## config.mk

```make
export PLATFORM = sky130hd
export DESIGN_NAME = adder_sum_stage
export DESIGN_NICKNAME = d
export VERILOG_FILES = /design/src/rtl/adder_sum_stage_pkg.sv /design/src/rtl/adder_skid_buf.sv /design/src/rtl/adder_sum_stage.sv
export SDC_FILE = /design/constraint.sdc
export NUM_CORES = 1
export LEC_CHECK = 0
export BUFFER_PORTS_ARGS = -buffer_cell sky130_fd_sc_hd__buf_4
export CORE_MARGIN = 2
export CORE_UTILIZATION = 30
export DETAILED_ROUTE_END_ITERATION = 7
export GPL_ROUTABILITY_DRIVEN = 0
export PLACE_DENSITY_LB_ADDON = 0.1
export SLEW_MARGIN = 20
export SYNTH_ARGS = -nofsm -noshare
export SYNTH_HDL_FRONTEND = slang
export SYNTH_SLANG_ARGS = --single-unit
```

## constraint.sdc

```tcl
create_clock -name clk -period 1.6 [get_ports clk]
set_clock_uncertainty 0.15 [all_clocks]
set_input_delay 0.08 -clock clk [delete_from_list [all_inputs] [get_ports clk]]
set_output_delay 0.08 -clock clk [all_outputs]
set_load 0.02 [all_outputs]
```

## src/rtl/adder_sum_stage_pkg.sv

```systemverilog
// Shared widths and buffer state encoding for the adder sum stage and its
// 2-entry output buffer.
package adder_sum_stage_pkg;

    localparam int LEN_DATA = 64;
    localparam int LEN_TAG  = 6;

    // Result record: {sum, cout, zero, neg, ovf, tag}
    function automatic int rec_width(input int len_data, input int len_tag);
        return len_data + 4 + len_tag;
    endfunction

    localparam int LEN_REC = rec_width(LEN_DATA, LEN_TAG);

    typedef enum logic [1:0] {
        BUF_EMPTY = 2'd0,
        BUF_ONE   = 2'd1,
        BUF_TWO   = 2'd2
    } buf_state_t;

endpackage : adder_sum_stage_pkg

```

## src/rtl/adder_skid_buf.sv

```systemverilog
// Generic 2-entry valid/ready skid buffer. Both in_ready and out_valid are
// registered, so no combinational path runs from out_ready to in_ready.
module adder_skid_buf
    import adder_sum_stage_pkg::*;
#(
    parameter int WIDTH = 8
) (
    input  logic             clk,
    input  logic             rst,
    input  logic             flush,
    input  logic             in_valid,
    output logic             in_ready,
    input  logic [WIDTH-1:0] in_data,
    output logic             out_valid,
    input  logic             out_ready,
    output logic [WIDTH-1:0] out_data
);

    buf_state_t       state;
    logic [WIDTH-1:0] main_p1;
    logic [WIDTH-1:0] skid_p1;
    logic             push;
    logic             pop;

    assign push     = in_valid & in_ready;
    assign pop      = out_valid & out_ready;
    assign out_data = main_p1;

    // main_p1 always holds the oldest entry; skid_p1 only fills while stalled in ONE
    always_ff @(posedge clk) begin
        if (rst) begin
            state     <= BUF_EMPTY;
            out_valid <= 1'b0;
            in_ready  <= 1'b1;
            main_p1   <= '0;
            skid_p1   <= '0;
        end else if (flush) begin
            state     <= BUF_EMPTY;
            out_valid <= 1'b0;
            in_ready  <= 1'b1;
        end else begin
            unique case (state)
                BUF_EMPTY: begin
                    if (push) begin
                        main_p1   <= in_data;
                        state     <= BUF_ONE;
                        out_valid <= 1'b1;
                        in_ready  <= 1'b1;
                    end
                end
                BUF_ONE: begin
                    if (push && pop) begin
                        main_p1 <= in_data;
                    end else if (push) begin
                        skid_p1  <= in_data;
                        state    <= BUF_TWO;
                        in_ready <= 1'b0;
                    end else if (pop) begin
                        state     <= BUF_EMPTY;
                        out_valid <= 1'b0;
                    end
                end
                BUF_TWO: begin
                    if (pop) begin
                        main_p1  <= skid_p1;
                        state    <= BUF_ONE;
                        in_ready <= 1'b1;
                    end
                end
                default: begin
                    state     <= BUF_EMPTY;
                    out_valid <= 1'b0;
                    in_ready  <= 1'b1;
                end
            endcase
        end
    end

endmodule : adder_skid_buf

```

## src/rtl/adder_sum_stage.sv

```systemverilog
// Final stage of the 64-bit prefix adder: forms sum, carry-out and ALU flags
// from the group generates and registers them through a 2-entry skid buffer.
module adder_sum_stage
    import adder_sum_stage_pkg::*;
#(
    parameter int LEN_DATA = adder_sum_stage_pkg::LEN_DATA,
    parameter int LEN_TAG  = adder_sum_stage_pkg::LEN_TAG
) (
    input  logic                clk,
    input  logic                rst,
    input  logic                in_valid,
    output logic                in_ready,
    input  logic [LEN_DATA-1:0] generate_in,
    input  logic [LEN_DATA-1:0] half_sum_in,
    input  logic                cin,
    input  logic                sub_in,
    input  logic [LEN_TAG-1:0]  tag_in,
    input  logic                flush,
    output logic                out_valid,
    input  logic                out_ready,
    output logic [LEN_DATA-1:0] sum_out,
    output logic                cout_out,
    output logic                zero_out,
    output logic                neg_out,
    output logic                ovf_out,
    output logic [LEN_TAG-1:0]  tag_out
);

    localparam int WIDTH = rec_width(LEN_DATA, LEN_TAG);

    // Carry into bit i is the group generate of bit i-1; cin enters at bit 0
    // and G[MSB] becomes the carry out of the word.
    function automatic logic [LEN_DATA:0] carry_vec(input logic [LEN_DATA-1:0] gen,
                                                    input logic                cin_bit);
        return {gen, cin_bit};
    endfunction

    logic [LEN_DATA:0]   carry_p0;
    logic [LEN_DATA-1:0] sum_p0;
    logic                cout_p0;
    logic                zero_p0;
    logic                neg_p0;
    logic                ovf_p0;
    logic [WIDTH-1:0]    rec_p0;
    logic [WIDTH-1:0]    rec_p1;

    // p0: combinational sum and flags
    assign carry_p0 = carry_vec(generate_in, cin);
    assign sum_p0   = half_sum_in ^ carry_p0[LEN_DATA-1:0];
    assign cout_p0  = carry_p0[LEN_DATA] ^ sub_in;
    assign ovf_p0   = carry_p0[LEN_DATA-1] ^ carry_p0[LEN_DATA];
    assign zero_p0  = ~|sum_p0;
    assign neg_p0   = sum_p0[LEN_DATA-1];
    assign rec_p0   = {sum_p0, cout_p0, zero_p0, neg_p0, ovf_p0, tag_in};

    // p1: registered result held in the skid buffer
    adder_skid_buf #(
        .WIDTH (WIDTH)
    ) u_skid_buf (
        .clk       (clk),
        .rst       (rst),
        .flush     (flush),
        .in_valid  (in_valid),
        .in_ready  (in_ready),
        .in_data   (rec_p0),
        .out_valid (out_valid),
        .out_ready (out_ready),
        .out_data  (rec_p1)
    );

    assign {sum_out, cout_out, zero_out, neg_out, ovf_out, tag_out} = rec_p1;

endmodule : adder_sum_stage

```

==> PnR_summary.wiki, run 1 <==
{| class="wikitable"
! Metric !! Value
|-
| Run status || finished, violations left
|-
| Failing checks || negative setup slack
|-
| Post-synthesis cell count || 774
|-
| Final antenna-violating net count || 0
|-
| Layout cell share with drive strength beyond 1 || 43.8%
|-
| Slew at the pin with the worst max-slew slack || 0.558 ns
|-
| Filler-free cell count of the finished design || 1,436
|-
| Number of placement rows || 53
|-
| Largest fanout on the critical path || 6
|-
| Top-area cell type share of the netlist area || 46.1%
|-
| Clock Latency Late Sink || 0.43 ns
|-
| Number of synthesized flops with an enable pin || 0
|-
| Cell count after placement || 1,305
|-
| Multiplexer area fraction after synthesis || 0%
|-
| Mapped Area || 0.00651 mm^2
|-
| Critical Path Most Common Cell || sky130_fd_sc_hd__buf_12
|-
| Clock tree sinks || 150
|-
| Final design area excluding fillers || 0.0117 mm^2
|-
| Share of the synthesized netlist area taken by xor and xnor gates || 9.02%
|-
| Cell class contributing the biggest share of worst-path delay || simple AND/OR/NAND/NOR gates
|-
| Setup repair after global routing missed its margin || true
|-
| Crit path kind || reg2reg
|-
| Endpoints failing setup || 143
|-
| Total nets after synthesis || 915
|-
| Effective utilization at floorplan || 30.8%
|-
| Dominant combinational cell family by area after synthesis || compound AO/OA/AOI/OAI gates
|-
| Die ar. || 0.0229 mm^2
|-
| GRT Residual Overflow || 0
|-
| Reported max-cap violation count || 0
|-
| Vertical die dimension || 151 um
|-
| Max Freq || 0.571 GHz
|-
| Core Region || 0.0212 mm^2
|-
| Clock root cell || sky130_fd_sc_hd__clkbuf_16
|-
| Total DRC errors in the routed layout || 0
|-
| Type of destination of the critical path || flip-flop
|-
| Post-Synthesis Mean Instance Area || 8.41 um^2
|-
| Count of boundary I/O pins || 217
|-
| Setup total negative slack || -11.40 ns
|-
| Critical Path, Cell by Cell || nand2_4 > and4b_1 > and3b_4 > buf_12 > clkbuf_16 > buf_12 > nor2_1 > a211oi_2
|-
| Crit path required time || 1.79 ns
|-
| Total of flip-flops plus latches after synthesis || 150
|-
| Worst vdd ir || 0.591 mV
|-
| Main flop type after synthesis || sky130_fd_sc_hd__dfxtp_1
|-
| Share of flip-flops with an asynchronous set or reset after synthesis || 0%
|-
| Startpoint of the most critical setup path || u_skid_buf.out_valid
|-
| Via count of the first global-routing pass || 6,648
|-
| Layout Nets || 1,291
|-
| Yosys warning total || 0
|-
| Largest buffer count on any clock path || 2
|-
| Final Routed Wirelength || 23,200 um
|-
| Adder-Cell Fraction of Synth Area || 0%
|-
| Synth Area in Compound Gates || 23.0%
|-
| Buffers added on ports || 216
|-
| Worst relative slew slack || 62.5%
|-
| Routed vias || 6,956
|-
| Final slew viol count || 0
|-
| Delay of the slowest critical-path stage || 0.35 ns
|-
| Shortest period the worst path allows || 1.75 ns
|-
| Unique cell type count in the Yosys netlist || 30
|-
| GRT Util Overall || 19.0%
|-
| PnR worst setup slack || -0.151 ns
|-
| Placed instance area || 0.00916 mm^2
|-
| Number of CTS-inserted buffers || 17
|-
| Largest net degree at the start of global routing || 65
|-
| Path category of the worst min-delay check || in2reg
|-
| Largest cells by area after synthesis || sky130_fd_sc_hd__dfxtp_1, sky130_fd_sc_hd__nand2_1, sky130_fd_sc_hd__xnor2_1, sky130_fd_sc_hd__a211oi_1, sky130_fd_sc_hd__o211ai_1
|-
| Number of buffer and inverter instances along the worst setup path || 3
|-
| Worst EP arrival || 1.94 ns
|-
| Hold violation count in the final report || 0
|-
| Cell with the biggest individual delay on the critical path || sky130_fd_sc_hd__dfxtp_4
|-
| First-pass GRT wire length || 34,200 um
|-
| HP Start || half_sum_in[61]
|-
| Part of the Yosys area used for sequential elements || 46.1%
|-
| Average vias per placed instance || 4.84
|-
| Final Cycle Share || 109%
|-
| Number of H-tree branching levels || 4
|-
| Area added between synthesis and finish || 79.7%
|-
| Worst flop-to-flop path startpoint || u_skid_buf.out_valid
|-
| Setup crit start kind || flip-flop
|-
| Power density normalized to cell area || 887 mW/mm^2
|-
| Simple logic cell fraction of the synthesized area || 17.0%
|-
| Violation count after the first detailed-route iteration || 337
|-
| Worst-path clk slew || 0.07 ns
|-
| Clock tree from TritonCTS || yes
|-
| Number of inserted diodes || 0
|-
| Initial antenna violation count || 0
|-
| Width of the die || 151 um
|-
| Post-route worst hold slack || 0.0256 ns
|-
| Wirelength per Cell || 16.2 um
|-
| Top cell type by total area after synthesis || sky130_fd_sc_hd__dfxtp_1
|-
| Detailed Routing Iterations Pass 1 || 4
|-
| Leakage power summed over all cells || 4.73 nW
|-
| Half-perimeter wire length of the detailed placement result || 13,800 um
|}
## state kept, by name, summed over array words and instances, names as in the netlist
| register | count |
|---|---|
| u_skid_buf.in_ready | 1 |
| u_skid_buf.skid_p1 | 73 |
| u_skid_buf.out_data | 73 |
| u_skid_buf.state | 2 |
| u_skid_buf.out_valid | 1 |
## power by group
group          switching, mW  internal, mW
registers             0.0955          3.89
clock network           1.61          2.49
logic                   1.02          1.26
## worst register-to-register path: cells and delay by family (launching register included)
kind	cells	cell delay, ns
and+or+nand+nor	4	0.57
buffers and inverters	3	0.41
DFF	1	0.35
AOI/OAI and AO/OA	1	0.19
## through the flow
stage / util [%] / worst slack (ns) / power [mW]
4_1_cts: 52.3 / -0.138 / 10.4
3_5_place_dp: 43.3 / -0.409 / 5.87
5_1_grt: 55.3 / -0.233 / 10.8
6_report: 55.3 / -0.151 / 10.4
3_3_place_gp: 43.3 / -0.421 / 5.87
2_1_floorplan: - / -0.0114 / 4.87
## cells in the mapped netlist, types with 2 or more instances
library cell	number
sky130_fd_sc_hd__a21oi_1	75
sky130_fd_sc_hd__buf_1	7
sky130_fd_sc_hd__o211ai_1	66
sky130_fd_sc_hd__o21a_1	2
sky130_fd_sc_hd__nor2_1	79
sky130_fd_sc_hd__buf_6	2
sky130_fd_sc_hd__buf_4	8
sky130_fd_sc_hd__a311oi_1	6
sky130_fd_sc_hd__nand2b_1	3
sky130_fd_sc_hd__nand2_1	160
sky130_fd_sc_hd__clkbuf_1	28
sky130_fd_sc_hd__nand4_1	17
sky130_fd_sc_hd__buf_2	20
sky130_fd_sc_hd__xnor2_1	67
sky130_fd_sc_hd__nand3b_1	2
sky130_fd_sc_hd__a211oi_1	66
sky130_fd_sc_hd__nor4_1	4
sky130_fd_sc_hd__dfxtp_1	150
## logic make-up after synthesis
kind of cell	Yosys count
and+or+nand+nor	270
DFF	150
xor gates and xnor gates	67
AOI/OAI and AO/OA	222
buffers and inverters	65
## cell type report
| type | instances | area (um^2) |
|---|---|---|
| multi-input cells | 559 | 3790 |
| well taps | 275 | 344 |
| repair buffers | 422 | 3950 |
| flip-flops and latches | 150 | 3010 |
| clock buffers | 19 | 443 |
| clock inverters | 11 | 151 |
| fillers | 1975 | 9460 |
## cells in the final DEF (no fill, tap or decap), types with 2 or more instances in the layout
master                          instances
sky130_fd_sc_hd__nor2_4                13
sky130_fd_sc_hd__a21oi_2                7
sky130_fd_sc_hd__clkbuf_16             27
sky130_fd_sc_hd__o21a_1                 2
sky130_fd_sc_hd__nand2b_1               2
sky130_fd_sc_hd__a211oi_2              67
sky130_fd_sc_hd__buf_12                21
sky130_fd_sc_hd__dfxtp_4                2
sky130_fd_sc_hd__dfxtp_1              146
sky130_fd_sc_hd__dfxtp_2                2
sky130_fd_sc_hd__xnor2_1               67
sky130_fd_sc_hd__buf_16                 5
sky130_fd_sc_hd__nand2_1              144
sky130_fd_sc_hd__a21oi_1               68
sky130_fd_sc_hd__nor2_2                19
sky130_fd_sc_hd__nor4_1                 4
sky130_fd_sc_hd__clkinv_4               4
sky130_fd_sc_hd__bufinv_16              3
sky130_fd_sc_hd__buf_6                  7
sky130_fd_sc_hd__nand4_1               17
sky130_fd_sc_hd__nand2_4                7
sky130_fd_sc_hd__buf_4                302
sky130_fd_sc_hd__o211ai_1              66
sky130_fd_sc_hd__a311oi_1               6
sky130_fd_sc_hd__clkinv_2               2
sky130_fd_sc_hd__nor2_1                48
sky130_fd_sc_hd__nand3b_1               2
sky130_fd_sc_hd__nand2_2               10
sky130_fd_sc_hd__dlygate4sd3_1         75
## path summary, 6_finish.rpt
check	end	cells past startpoint	slack (ns)
min reg2reg	u_skid_buf.out_data[59]	2	0.30
min	u_skid_buf.skid_p1[71]	4	0.03
max reg2reg	u_skid_buf.skid_p1[67]	8	-0.15
max	u_skid_buf.skid_p1[67]	8	-0.15
## per-layer routing
layer	part of all wire (%)	GRT usage, %
met5	0	0
met4	0.76	4.49
met3	5.5	4.46
met2	49	32.5
met1	45	24.2
## what timing repair did
| action | in CTS | in global routing |
|---|---|---|
| hold buffers | 75 | 0 |
| setup buffers | 6 | 4 |
| pin swaps | 21 | 47 |
| hold endpoints to repair | 85 | 0 |
| setup endpoints to repair | 140 | 144 |
| gates resized for setup | 59 | 103 |
| gates cloned | 7 | 12 |
Power figures use the tool's default switching activity.
==> run 2, diff against run 1 <==
--- a/config.mk
+++ b/config.mk
@@ -5,13 +5,13 @@
 export SDC_FILE = /design/constraint.sdc
 export NUM_CORES = 1
 export LEC_CHECK = 0
+export ABC_AREA = 1
 export BUFFER_PORTS_ARGS = -buffer_cell sky130_fd_sc_hd__buf_4
 export CORE_MARGIN = 2
 export CORE_UTILIZATION = 30
 export DETAILED_ROUTE_END_ITERATION = 7
 export GPL_ROUTABILITY_DRIVEN = 0
-export PLACE_DENSITY_LB_ADDON = 0.1
-export SLEW_MARGIN = 20
+export PLACE_DENSITY = 0.56
 export SYNTH_ARGS = -nofsm -noshare
 export SYNTH_HDL_FRONTEND = slang
 export SYNTH_SLANG_ARGS = --single-unit
==> PnR_summary.wiki, run 2 <==
{| class="wikitable"
! Metric !! Value
|-
| Run status || finished, violations left
|-
| Failing checks || negative setup slack
|-
| Most common cell after layout, fill and taps aside || sky130_fd_sc_hd__nand2_1
|-
| Worst-path clk slew || 0.06 ns (about the same)
|-
| Clock Latency Late Sink || 0.42 ns (about the same)
|-
| Number of CTS-inserted buffers || 17 (unchanged)
|-
| Number of H-tree branching levels || 4 (unchanged)
|-
| Clock tree sinks || 150 (unchanged)
|-
| Vertical die dimension || 157 um (+3.7%)
|-
| Setup crit start kind || flip-flop
|-
| Setup slack after placement || -0.163 ns (+0.246 ns)
|-
| Cell count after placement || 1,542 (+18%)
|-
| Largest net degree at the start of global routing || 62 (-4.6%)
|-
| Largest cells by area after synthesis || sky130_fd_sc_hd__dfxtp_1, sky130_fd_sc_hd__nand2_1, sky130_fd_sc_hd__a31oi_1, sky130_fd_sc_hd__o21ai_0, sky130_fd_sc_hd__nor2_1
|-
| Most repeated cell in the gate-level netlist after synthesis || sky130_fd_sc_hd__nand2_1
|-
| Top-area cell type share of the netlist area || 42.9% (-3.3 points)
|-
| First-pass GRT wire length || 38,100 um (+12%)
|-
| Most common library cells after synthesis || sky130_fd_sc_hd__nand2_1, sky130_fd_sc_hd__dfxtp_1, sky130_fd_sc_hd__nor2_1
|-
| Initial antenna violation count || 0 (unchanged)
|-
| Leakage power summed over all cells || 5.61 nW (+19%)
|-
| GRT Util Overall || 19.5% (+0.45 points)
|-
| Overall Power || 10.0 mW (-3.5%)
|-
| Final antenna-violating net count || 0 (unchanged)
|-
| Yosys warning total || 0 (unchanged)
|-
| Count of boundary I/O pins || 217 (unchanged)
|-
| Setup repair after global routing missed its margin || true
|-
| Worst flop-to-flop path startpoint || u_skid_buf.state[1]
|-
| Type of destination of the critical path || flip-flop
|-
| Buffers added on ports || 216 (unchanged)
|-
| Share of flip-flops with an asynchronous set or reset after synthesis || 0% (unchanged)
|-
| Mapped Area || 0.00701 mm^2 (+7.7%)
|-
| Startpoint of the most critical setup path || u_skid_buf.state[1]
|-
| Final slew viol count || 0 (unchanged)
|-
| Wirelength per Cell || 14.2 um (-12%)
|-
| Clock root cell || sky130_fd_sc_hd__clkbuf_16
|-
| Final Cycle Share || 106% (-3.6 points)
|-
| Crit path required time || 1.79 ns (about the same)
|-
| Die ar. || 0.0246 mm^2 (+7.4%)
|-
| Worst relative slew slack || 74.2% (+12 points)
|-
| Core Util, Final || 53.0% (-2.3 points)
|-
| Power Internal || 7.26 mW (-5.0%)
|-
| Path category of the worst min-delay check || in2reg
|-
| Largest buffer count on any clock path || 2 (unchanged)
|-
| Unique cell type count in the Yosys netlist || 23 (-23%)
|-
| Total DRC errors in the routed layout || 0 (unchanged)
|-
| Worst reg2reg path endpoint || u_skid_buf.out_data[69]
|-
| Max Freq || 0.590 GHz (+3.4%)
|-
| Post-synthesis cell count || 1,039 (+34%)
|-
| Switching share of power || 27.4% (+1.1 points)
|-
| Detailed Routing Iterations Pass 1 || 5 (+1)
|-
| Number of inserted diodes || 0 (unchanged)
|-
| Clock tree from TritonCTS || yes
|-
| Width of the die || 157 um (+3.7%)
|-
| Post-route worst hold slack || 0.0289 ns (+0.00333 ns)
|-
| Post-Synthesis Mean Instance Area || 6.74 um^2 (-20%)
|-
| GRT Residual Overflow || 0 (unchanged)
|-
| Share of power burned in registers || 40.3% (+1.8 points)
|-
| Area added between synthesis and finish || 72.2%
|-
| Main flop type after synthesis || sky130_fd_sc_hd__dfxtp_1
|-
| Layout cell share with drive strength beyond 1 || 26.5% (-17 points)
|-
| Violation count after the first detailed-route iteration || 363 (+7.7%)
|-
| Power density normalized to cell area || 829 mW/mm^2 (-6.5%)
|-
| Routed vias || 8,108 (+17%)
|-
| PnR worst setup slack || -0.0936 ns (+0.0578 ns)
|-
| Via count of the first global-routing pass || 7,677 (+15%)
|-
| Worst EP arrival || 1.89 ns (-0.05 ns)
|-
| Largest fanout on the critical path || 12 (+6)
|-
| Crit path kind || reg2reg
|-
| HP Start || half_sum_in[37]
|-
| Half-perimeter wire length of the detailed placement result || 14,300 um (+3.1%)
|-
| Reported max-cap violation count || 0 (unchanged)
|-
| Average vias per placed instance || 4.63 (-4.4%)
|-
| Total of flip-flops plus latches after synthesis || 150 (unchanged)
|-
| Logic pwr share || 22.5% (+0.4 points)
|-
| Flop-to-flop setup slack || -0.09 ns (+0.06 ns)
|-
| Layout Nets || 1,568 (+21%)
|-
| Core Region || 0.0228 mm^2 (+7.7%)
|-
| Effective utilization at floorplan || 30.8% (about the same)
|-
| Number of synthesized flops with an enable pin || 0 (unchanged)
|-
| Switching power || 2.74 mW (+0.44%)
|-
| FF-to-FF path depth || 8 (unchanged)
|-
| Worst vdd ir || 0.549 mV (-7.1%)
|-
| Filler-free cell count of the finished design || 1,751 (+22%)
|-
| Commonest non-fill, non-tap cells in the layout || sky130_fd_sc_hd__nand2_1, sky130_fd_sc_hd__buf_4, sky130_fd_sc_hd__dfxtp_1, sky130_fd_sc_hd__dlygate4sd3_1, sky130_fd_sc_hd__nor2_1
|-
| Hold violation count in the final report || 0 (unchanged)
|-
| Slew at the pin with the worst max-slew slack || 0.386 ns (-0.172 ns)
|-
| Proportion of power drawn by the clock network || 37.2% (-2.3 points)
|-
| Shortest period the worst path allows || 1.69 ns (-0.0578 ns)
|-
| Number of placement rows || 55 (+3.8%)
|-
| Top cell type by total area after synthesis || sky130_fd_sc_hd__dfxtp_1
|-
| Endpoints failing setup || 109 (-24%)
|-
| Timing endpoint of the critical path || u_skid_buf.out_data[69]
|-
| Part of the Yosys area used for sequential elements || 42.9% (-3.3 points)
|-
| Final Routed Wirelength || 24,900 um (+7.0%)
|-
| Total nets after synthesis || 1,180 (+29%)
|}
==> run 2: cell types whose count changed after synthesis, moves of 39 or more <==
cell	change
sky130_fd_sc_hd__nor2_1	+39
sky130_fd_sc_hd__inv_1	+84
sky130_fd_sc_hd__a21oi_1	-43
sky130_fd_sc_hd__xnor2_1	-67
sky130_fd_sc_hd__a31oi_1	+90
sky130_fd_sc_hd__a211oi_1	-66
sky130_fd_sc_hd__o21ai_0	+101
sky130_fd_sc_hd__o211ai_1	-66
sky130_fd_sc_hd__nand2_1	+185
==> run 2: kinds of logic after synthesis <==
kind of cell              synth area share, %
AOI/OAI and AO/OA                        19.3
xor gates and xnor gates                 2.63
buffers and inverters                    9.45
DFF                                      42.9
and+or+nand+nor                          25.8
==> run 2: critical path: stages (launching register included) <==
cell                      delay [ns]
sky130_fd_sc_hd__dfxtp_4        0.36
sky130_fd_sc_hd__nor2_1         0.14
sky130_fd_sc_hd__nor2_1         0.10
sky130_fd_sc_hd__nor3_4         0.22
sky130_fd_sc_hd__buf_12         0.15
sky130_fd_sc_hd__buf_12         0.14
sky130_fd_sc_hd__buf_12         0.14
sky130_fd_sc_hd__o21ai_0        0.08
sky130_fd_sc_hd__a31oi_1        0.15
==> run 2: through the flow <==
step	cell area (um^2)	setup TNS (ns)
global placement	9140	-2.26
global route	12100	-17.22
finish	12100	-4.24
detailed placement	9140	-5.30
floorplan	7010	0
CTS	11800	-6.75
==> run 2: per-layer routing <==
metal | wire, um | GRT usage (%) | up-vias
met3 | 1370 | 4.21 | 18
met4 | 272 | 4.67 | 0
li1 | - | - | 4144
met1 | 11200 | 24.6 | 3719
met5 | 0 | 0 | -
met2 | 12000 | 33.8 | 227
==> run 2: final cells by class <==
class	count	area (um^2)
fill	2171	10700
timing repair buffer	432	4280
multi-input combinational	738	3520
sequential	150	3010
clock buffer	20	447
tap	313	392
inverter	88	337
clock inverter	10	83.8
==> run 2: worst min-delay path by stage <==
stage               slack, ns  cells past startpoint                       to
global placement         0.17                      3    u_skid_buf.skid_p1[3]
CTS                      0.01                      7  u_skid_buf.out_data[47]
global route             0.09                      7  u_skid_buf.out_data[47]
finish                   0.03                      7  u_skid_buf.out_data[47]
detailed placement       0.18                      3    u_skid_buf.skid_p1[2]
floorplan                0.05                      2      u_skid_buf.in_ready
==> run 2: power groups by stage <==
stage / clock network, mW / registers [mW] / logic, mW
final: 3.72 / 4.03 / 2.25
after detailed placement: 0 / 4.11 / 1.64
after CTS: 3.81 / 4.03 / 2.20
after floorplan: 0 / 4.28 / 0.658
after global placement: 0 / 4.11 / 1.63
after global routing: 3.96 / 4.06 / 2.44
==> run 2: timing repair <==
item | CTS | global route
gates cloned | 13 | 6
hold buffers | 141 | 0
endpoints found under the setup margin | 134 | 148
buffers inserted | 19 | 2
pin swaps | 13 | 12
endpoints found under the hold margin | 147 | 0
gates resized for setup | 57 | 50
